==> src/rtl/wb_arbiter.sv <==
// Four-master to one-slave Wishbone arbiter with a registered round-robin grant held per cyc burst.
// Optional slave-hang timeout is enabled by defining WB_ARB_TIMEOUT_EN.
module wb_arbiter #(
  parameter logic [7:0] TIMEOUT = 8'd64
) (
  input  logic        wb_clk_i,
  input  logic        wb_rst_i,
  input  logic [15:0] m0_dat_i,
  output logic [15:0] m0_dat_o,
  input  logic [20:1] m0_adr_i,
  input  logic [1:0]  m0_sel_i,
  input  logic        m0_we_i,
  input  logic        m0_cyc_i,
  input  logic        m0_stb_i,
  output logic        m0_ack_o,
  input  logic [15:0] m1_dat_i,
  output logic [15:0] m1_dat_o,
  input  logic [20:1] m1_adr_i,
  input  logic [1:0]  m1_sel_i,
  input  logic        m1_we_i,
  input  logic        m1_cyc_i,
  input  logic        m1_stb_i,
  output logic        m1_ack_o,
  input  logic [15:0] m2_dat_i,
  output logic [15:0] m2_dat_o,
  input  logic [20:1] m2_adr_i,
  input  logic [1:0]  m2_sel_i,
  input  logic        m2_we_i,
  input  logic        m2_cyc_i,
  input  logic        m2_stb_i,
  output logic        m2_ack_o,
  input  logic [15:0] m3_dat_i,
  output logic [15:0] m3_dat_o,
  input  logic [20:1] m3_adr_i,
  input  logic [1:0]  m3_sel_i,
  input  logic        m3_we_i,
  input  logic        m3_cyc_i,
  input  logic        m3_stb_i,
  output logic        m3_ack_o,
  input  logic [15:0] s_dat_i,
  output logic [15:0] s_dat_o,
  output logic [20:1] s_adr_o,
  output logic [1:0]  s_sel_o,
  output logic        s_we_o,
  output logic        s_cyc_o,
  output logic        s_stb_o,
  input  logic        s_ack_i,
  output logic [1:0]  gnt_o,
  output logic        busy_o,
  output logic        timeout_o
);

  typedef enum logic {S_IDLE, S_GRANT} state_t;

  state_t      r_state;
  logic [1:0]  r_gnt;
  logic [1:0]  r_last;

  logic [3:0]  w_cyc;
  logic [3:0]  w_stb;
  logic [3:0]  w_we;
  logic [15:0] w_dat [4];
  logic [20:1] w_adr [4];
  logic [1:0]  w_sel [4];
  logic        w_gv;
  logic        w_to;
  logic        w_ack;
  logic [1:0]  w_pick;
  logic [1:0]  w_idx;
  logic        w_any;

  if (TIMEOUT < 8'd2) begin : g_bad_timeout
    $error("wb_arbiter: TIMEOUT must be in 2..255");
  end

  assign w_cyc = {m3_cyc_i, m2_cyc_i, m1_cyc_i, m0_cyc_i};
  assign w_stb = {m3_stb_i, m2_stb_i, m1_stb_i, m0_stb_i};
  assign w_we  = {m3_we_i,  m2_we_i,  m1_we_i,  m0_we_i};
  assign w_dat[0] = m0_dat_i;
  assign w_dat[1] = m1_dat_i;
  assign w_dat[2] = m2_dat_i;
  assign w_dat[3] = m3_dat_i;
  assign w_adr[0] = m0_adr_i;
  assign w_adr[1] = m1_adr_i;
  assign w_adr[2] = m2_adr_i;
  assign w_adr[3] = m3_adr_i;
  assign w_sel[0] = m0_sel_i;
  assign w_sel[1] = m1_sel_i;
  assign w_sel[2] = m2_sel_i;
  assign w_sel[3] = m3_sel_i;

  // Round-robin search starts just after the last released master; i=4 wraps back to it.
  always_comb begin
    w_pick = r_last;
    w_idx  = r_last;
    w_any  = 1'b0;
    for (int unsigned i = 1; i <= 4; i++) begin
      w_idx = r_last + i[1:0];
      if (!w_any && w_cyc[w_idx]) begin
        w_pick = w_idx;
        w_any  = 1'b1;
      end
    end
  end

  always_ff @(posedge wb_clk_i) begin
    if (wb_rst_i) begin
      r_state <= S_IDLE;
      r_gnt   <= '0;
      r_last  <= 2'd3;
    end else begin
      case (r_state)
        S_IDLE: begin
          if (w_any) begin
            r_state <= S_GRANT;
            r_gnt   <= w_pick;
          end
        end
        S_GRANT: begin
          if (!w_cyc[r_gnt]) begin
            r_state <= S_IDLE;
            r_last  <= r_gnt;
          end
        end
        default: r_state <= S_IDLE;
      endcase
    end
  end

`ifdef WB_ARB_TIMEOUT_EN
  logic [7:0] r_cnt;
  logic       r_to;

  // r_to marks the cycle after the limit is hit: it fakes the ack and suppresses stb.
  always_ff @(posedge wb_clk_i) begin
    if (wb_rst_i) begin
      r_cnt <= '0;
      r_to  <= 1'b0;
    end else begin
      r_to <= 1'b0;
      if (s_stb_o && !s_ack_i) begin
        if (r_cnt == TIMEOUT - 8'd1) begin
          r_to  <= 1'b1;
          r_cnt <= '0;
        end else begin
          r_cnt <= r_cnt + 8'd1;
        end
      end else begin
        r_cnt <= '0;
      end
    end
  end

  assign w_to = r_to;
`else
  assign w_to = 1'b0;
`endif

  assign w_gv      = (r_state == S_GRANT);
  assign busy_o    = w_gv;
  assign gnt_o     = r_gnt;
  assign timeout_o = w_to;

  assign s_cyc_o = w_gv & w_cyc[r_gnt];
  assign s_stb_o = w_gv & w_cyc[r_gnt] & w_stb[r_gnt] & ~w_to;
  assign s_we_o  = w_gv & w_we[r_gnt];
  assign s_adr_o = w_gv ? w_adr[r_gnt] : '0;
  assign s_sel_o = w_gv ? w_sel[r_gnt] : '0;
  assign s_dat_o = w_gv ? w_dat[r_gnt] : '0;

  assign w_ack    = w_gv & (s_ack_i | w_to);
  assign m0_ack_o = w_ack & (r_gnt == 2'd0);
  assign m1_ack_o = w_ack & (r_gnt == 2'd1);
  assign m2_ack_o = w_ack & (r_gnt == 2'd2);
  assign m3_ack_o = w_ack & (r_gnt == 2'd3);

  assign m0_dat_o = (w_to && r_gnt == 2'd0) ? 16'hFFFF : s_dat_i;
  assign m1_dat_o = (w_to && r_gnt == 2'd1) ? 16'hFFFF : s_dat_i;
  assign m2_dat_o = (w_to && r_gnt == 2'd2) ? 16'hFFFF : s_dat_i;
  assign m3_dat_o = (w_to && r_gnt == 2'd3) ? 16'hFFFF : s_dat_i;

endmodule

==> config.mk <==
export PLATFORM = sky130hd
export DESIGN_NAME = wb_arbiter
export DESIGN_NICKNAME = d
export VERILOG_FILES = /design/src/rtl/wb_arbiter.sv
export SDC_FILE = /design/constraint.sdc
export NUM_CORES = 1
export LEC_CHECK = 0
export ABC_AREA = 1
export CORE_AREA = 2 2 113 115
export DETAILED_ROUTE_END_ITERATION = 6
export DIE_AREA = 0 0 115 117
export SYNTH_ARGS = -nofsm -noshare
export SYNTH_HDL_FRONTEND = slang
export SYNTH_SLANG_ARGS = --single-unit
==> constraint.sdc <==
create_clock -name wb_clk_i -period 1.3 [get_ports wb_clk_i]
set_clock_uncertainty 0.1 [all_clocks]
set_input_delay 0.325 -clock wb_clk_i [delete_from_list [all_inputs] [get_ports wb_clk_i]]
set_output_delay 0.325 -clock wb_clk_i [all_outputs]
set_load 0.01 [all_outputs]
==> results of run 1 <==
## metrics by stage
step,total power [W],hold WS [ns],setup slack [ns],setup TNS [ns]
2_1_floorplan,0.00367,0.284,-0.125,-4.71
3_3_place_gp,0.00582,0.488,-1.07,-38.17
3_5_place_dp,0.00589,0.509,-1.07,-38.75
4_1_cts,0.00763,0.515,-0.709,-27.51
5_1_grt,0.00876,0.549,-0.743,-30.07
6_report,0.00830,0.506,-0.689,-27.16
## report_power, final
group          internal [W]  switching [W]  total, W
logic               0.00383        0.00360   0.00743
clock network      0.000407       0.000108  0.000515
registers          0.000234       0.000112  0.000346
## cell usage after synthesis
| master | instances | area [sq um] |
|---|---|---|
| nand3_1 | 7 | 35.0 |
| buf_2 | 17 | 85.1 |
| inv_6 | 1 | 8.76 |
| nand2_4 | 3 | 33.8 |
| nor2_8 | 1 | 20.0 |
| buf_4 | 65 | 488 |
| clkbuf_1 | 3 | 11.3 |
| o22ai_1 | 1 | 6.26 |
| o21ai_0 | 2 | 10.0 |
| nor2_1 | 10 | 37.5 |
| inv_1 | 14 | 52.6 |
| conb_1 | 1 | 3.75 |
| a31oi_1 | 40 | 250 |
| nand2_1 | 108 | 405 |
| dfxtp_1 | 5 | 100 |
| o211ai_1 | 2 | 15.0 |
| nand2_2 | 9 | 56.3 |
| nand3_2 | 1 | 10.0 |
| and2_0 | 1 | 6.26 |
| a21oi_1 | 4 | 20.0 |
| a22oi_1 | 40 | 300 |
| buf_6 | 1 | 11.3 |
| inv_2 | 2 | 7.51 |
## worst min path at each step
| stage | startpoint | depth (start not counted) | end |
|---|---|---|---|
| floorplan | wb_rst_i | 1 | busy_o |
| global placement | r_last[0] | 3 | r_last[0] |
| detailed placement | gnt_o[1] | 3 | gnt_o[1] |
| global route | r_last[0] | 3 | r_last[0] |
| finish | r_last[0] | 3 | r_last[0] |
| CTS | r_last[0] | 3 | r_last[0] |
## sequential cells by signal, indices dropped and copies added (netlist names)
name and count:
r_last 2, busy_o 1, gnt_o 2
## what timing repair did
item | CTS | global route
buffers inserted | 24 | 4
cloned | 6 | 6
endpoints found under the setup margin | 53 | 52
resized for setup | 271 | 53
pin swaps | 44 | 33
hold buffers | 0 | 0
## per-layer routing
metal / vias up / GRT usage, %
li1: 1503 / -
met1: 1501 / 18.3
met2: 184 / 32.4
met3: 21 / 3.19
met4: 0 / 4.74
met5: - / 0
## final cells by class
| class | instances | area (sq um) | area share [%] |
|---|---|---|---|
| Clock buffer | 4 | 78.8 | 1.47 |
| Sequential cell | 5 | 114 | 2.13 |
| Multi-Input combinational cell | 230 | 1950 | 36.4 |
| Timing Repair Buffer | 284 | 2930 | 54.7 |
| Inverter | 17 | 96.3 | 1.80 |
| Tap cell | 150 | 188 | 3.51 |
## worst register-to-register path, cell delays in order (launching register included)
cell	delay, ns
dfxtp_4	0.37
nor2_4	0.18
inv_2	0.06
o22ai_1	0.15
nor2_2	0.08
nand2_1	0.08
nand2_2	0.08
buf_4	0.14
a21oi_1	0.12
## logic make-up (layout without fill, tap and decap cells)
logic type / count (synthesis) / in the layout
flops: 5 / 5
simple gates: 140 / 140
compound gates: 89 / 89
other cells: 1 / 1
buf+inv: 103 / 305
==> impl_metrics.ini, run 1 <==
[drt]
highest-signal-layer = met4
drtAntennaViolNets = 0
vias = 3209
wl_met2_microns = 7190
drc = 0
drtIter0Drc = 149
drt-met1-wl_microns = 4850
wl_per_cell_microns = 19.2
wl_met3_microns = 1080
routed_wirelength_microns = 13300
vias_per_cell = 4.65
first_pass_iters = 4

[setup_path]
critPathRequiredTime_ns = 0.88
r2r_cells = 8
worst-path-buf-inv = 3
endpoint_kind = primary output
crit_family = buffers and inverters
worstSetupStartpoint = gnt_o[1]
path_common_cell = buf_12
path_depth = 6
worstPathMaxFanout = 5
r2r_end = busy_o
rr_startpoint = gnt_o[1]
start_kind = flop
rrSetupSlack_ns = -0.14
critPathKind = reg -> out
critPathArrivalTime_ns = 1.56
slowest_stage = dfxtp_4
cpPeakStageDelay_ns = 0.37
path_cells = nor2_4 > buf_12 > buf_12 > a22oi_2 > a31oi_2 > buf_2
worstSetupEndpoint = s_dat_o[2]

[final_layout]
drive_gt1_share_pct = 48.5
layout_common_cells = clkdlybuf4s50_1, nand2_1, buf_4
antenna_cells = 0
area_delta_synth_final_pct = 171
fin_area_sq_um = 5350
nets = 724
final_util_pct = 43.4
final.fill_count = 1211
final_common_cell = clkdlybuf4s50_1
fin_cells = 690

[cts]
root_buffer = clkbuf_16
clock_path_buffers = 2
htreeDepth = 1
cts.sinks = 5
numCtsBuffers = 3
path_clk_slew_ns = 0.03
cts_tree = yes
clock_latency_ns = 0.23

[die]
die_x_microns = 115
start_util_pct = 16.0
dieArea_sq_um = 13500
io-pin-count = 296
rows = 41
coreArea_sq_um = 12300
die_height_microns = 117

[placement]
port_buffers = 214
place.gp.congestion = 0.819
dp.cells = 648
placed_area_sq_um = 4530
dpl.hpwl_microns = 9110

[sta]
hold_violations = 0
fin_ws_ns = -0.689
min_period_over_period_pct = 153
setup_violations = 53
slew_viol_final = 0
rsz0062_at_grt = yes
post-route-min-period_ns = 1.99
max_freq_mhz = 503

[grt]
track_usage_pct = 16.7
overflow = 0
antenna_found_initial = 0
grt_max_degree = 30
grt_pass1_wl_microns = 17000
first_global_vias = 3179

[yosys]
synth_cell_type_count = 23
syn-num-nets = 521
syn_inst = 338
synth_xor_area_share_pct = 0
synth_compound_area_share_pct = 30.5
synth_top_family_by_area = buffers and inverters
syn_area_sq_um = 1970
synth-seq-area-share_pct = 5.07
yosys_warnings = 0
synthMuxAreaShare_pct = 0
synth_adder_area_share_pct = 0
synth-simple-area-share_pct = 30.6
syn_avg_cell_area_sq_um = 5.84
ys_ff_latch = 5

[run]
maxCapViolCount = 0

[pwr]
powerDensity_nw_per_um2 = 1550
ir_drop_uv = 668
power.leakage_nw = 2.03

[run_status]
violations = setup timing
status = finished, violations left

[hold_path]
min_path_type = reg -> reg
Power figures use the tool's default switching activity.
==> inputs of run 2 (changes only) <==
==> constraint.sdc (replaced) <==
create_clock -name wb_clk_i -period 1.3 [get_ports wb_clk_i]
set_clock_uncertainty 0.1 [all_clocks]
set_input_delay 0.325 -clock wb_clk_i [delete_from_list [all_inputs] [get_ports wb_clk_i]]
set_output_delay 0.325 -clock wb_clk_i [all_outputs]
set_load 0.005 [all_outputs]
==> impl_metrics.ini, run 2 (synthesis gave the netlist of run 1 again) <==
[die]
io-pin-count = 296
die_x_microns = 115
rows = 41
coreArea_sq_um = 12300
dieArea_sq_um = 13500
die_height_microns = 117
start_util_pct = 16.0

[setup_path]
start_kind = flop
critPathArrivalTime_ns = 1.63
critPathKind = reg -> out
critPathRequiredTime_ns = 0.88
rrSetupSlack_ns = -0.21
endpoint_kind = primary output
worstPathMaxFanout = 3

[sta]
max_freq_mhz = 487
post-route-min-period_ns = 2.05
fin_setup_tns_ns = -27.08
hold-worst-slack_ns = 0.528
setup_violations = 50
rsz0062_at_grt = yes
fin_ws_ns = -0.752
hold_violations = 0
slew_viol_final = 0
min_period_over_period_pct = 158

[cts]
path_clk_slew_ns = 0.03
clock_latency_ns = 0.23
cts.sinks = 5
cts_hold_buf = 0
clock_path_buffers = 2
htreeDepth = 1
numCtsBuffers = 3
root_buffer = clkbuf_16
cts_tree = yes

[final_layout]
final_common_cell = clkdlybuf4s50_1
drive_gt1_share_pct = 35.6
area_delta_synth_final_pct = 135
fin_cells = 678
nets = 712
antenna_cells = 0
final_util_pct = 37.7
layout_common_cells = clkdlybuf4s50_1, nand2_1, buf_2

[grt]
first_global_vias = 3042
track_usage_pct = 16.1
grt_use_met1_pct = 18.0
grt_max_degree = 23
grt_util_met3_pct = 3.60
antenna_found_initial = 0
grt.busiest_layer = met2
grt_pass1_wl_microns = 16200
overflow = 0
grt_use_met2_pct = 29.7

[placement]
dpl.hpwl_microns = 7660
port_buffers = 214
place.gp.congestion = 0.783
dp.cells = 643

[pwr]
power.leakage_nw = 1.91
powerDensity_nw_per_um2 = 1420
ir_drop_uv = 666

[drt]
first_pass_iters = 4
wl_per_cell_microns = 18.1
drtAntennaViolNets = 0
routed_wirelength_microns = 12300
drc = 0
vias_per_cell = 4.64
vias = 3147
drtIter0Drc = 93

[run_status]
violations = setup timing
status = finished, violations left

[run]
maxCapViolCount = 0

[hold_path]
min_path_type = reg -> reg
==> run 2: final timing paths <==
path	startpoint	endpoint	cells after the start
max	gnt_o[1]	s_stb_o	9
min	gnt_o[1]	gnt_o[1]	3
max reg2reg	gnt_o[1]	busy_o	9
min reg2reg	gnt_o[1]	gnt_o[1]	3
==> run 2: per-stage QoR <==
stage	cell area (sq um)	worst slack [ns]	total power, W
after floorplan	2020	-0.0757	0.00258
after global placement	4030	-1.00	0.00468
after detailed placement	4030	-1.05	0.00473
after CTS	4590	-0.730	0.00641
after global routing	4640	-0.818	0.00700
final	4640	-0.752	0.00657
==> run 2: power by group <==
group          internal (W)  switching, W  total (W)
Clock              0.000408      0.000115   0.000523
Combinational       0.00294       0.00275    0.00569
Sequential         0.000238      0.000127   0.000364
Total               0.00359       0.00299    0.00657
==> run 2: critical path: stages (launching register included) <==
cell and delay [ns]:
dfxtp_4 0.35, buf_12 0.13, nor2_4 0.19, inv_2 0.08, o22ai_2 0.12, nor2_2 0.06, nand2_1 0.09, nand2_2 0.08
a31oi_1 0.15, buf_2 0.14
==> run 2: repair_timing <==
| action | CTS | global route |
|---|---|---|
| cloned | 9 | 1 |
| setup buffers | 21 | 5 |
| gates resized for setup | 246 | 54 |
| pin swaps | 25 | 22 |
| setup endpoints to repair | 53 | 51 |
==> run 2: metal layers <==
layer,part of all wire (%),vias to the layer above
met5,0,-
met4,3.2,0
met3,9.5,43
met2,50,192
met1,38,1425
li1,-,1487
==> run 2: layout make-up <==
type	count	area [sq um]
fill	1291	7670
tap	150	188
clock buffer	4	78.8
sequential	5	116
inverter	17	86.3
timing repair buffer	272	2690
multi-input combinational	230	1480
==> inputs of run 3 (changes only) <==
--- a/config.mk
+++ b/config.mk
@@ -7,6 +7,7 @@
 export LEC_CHECK = 0
 export ABC_AREA = 1
 export CORE_AREA = 2 2 113 115
+export CTS_CLUSTER_DIAMETER = 120
 export DETAILED_ROUTE_END_ITERATION = 6
 export DIE_AREA = 0 0 115 117
 export SYNTH_ARGS = -nofsm -noshare
==> results of run 3 <==
No change in the layout: final DEF, timing and power equal those of run 2.
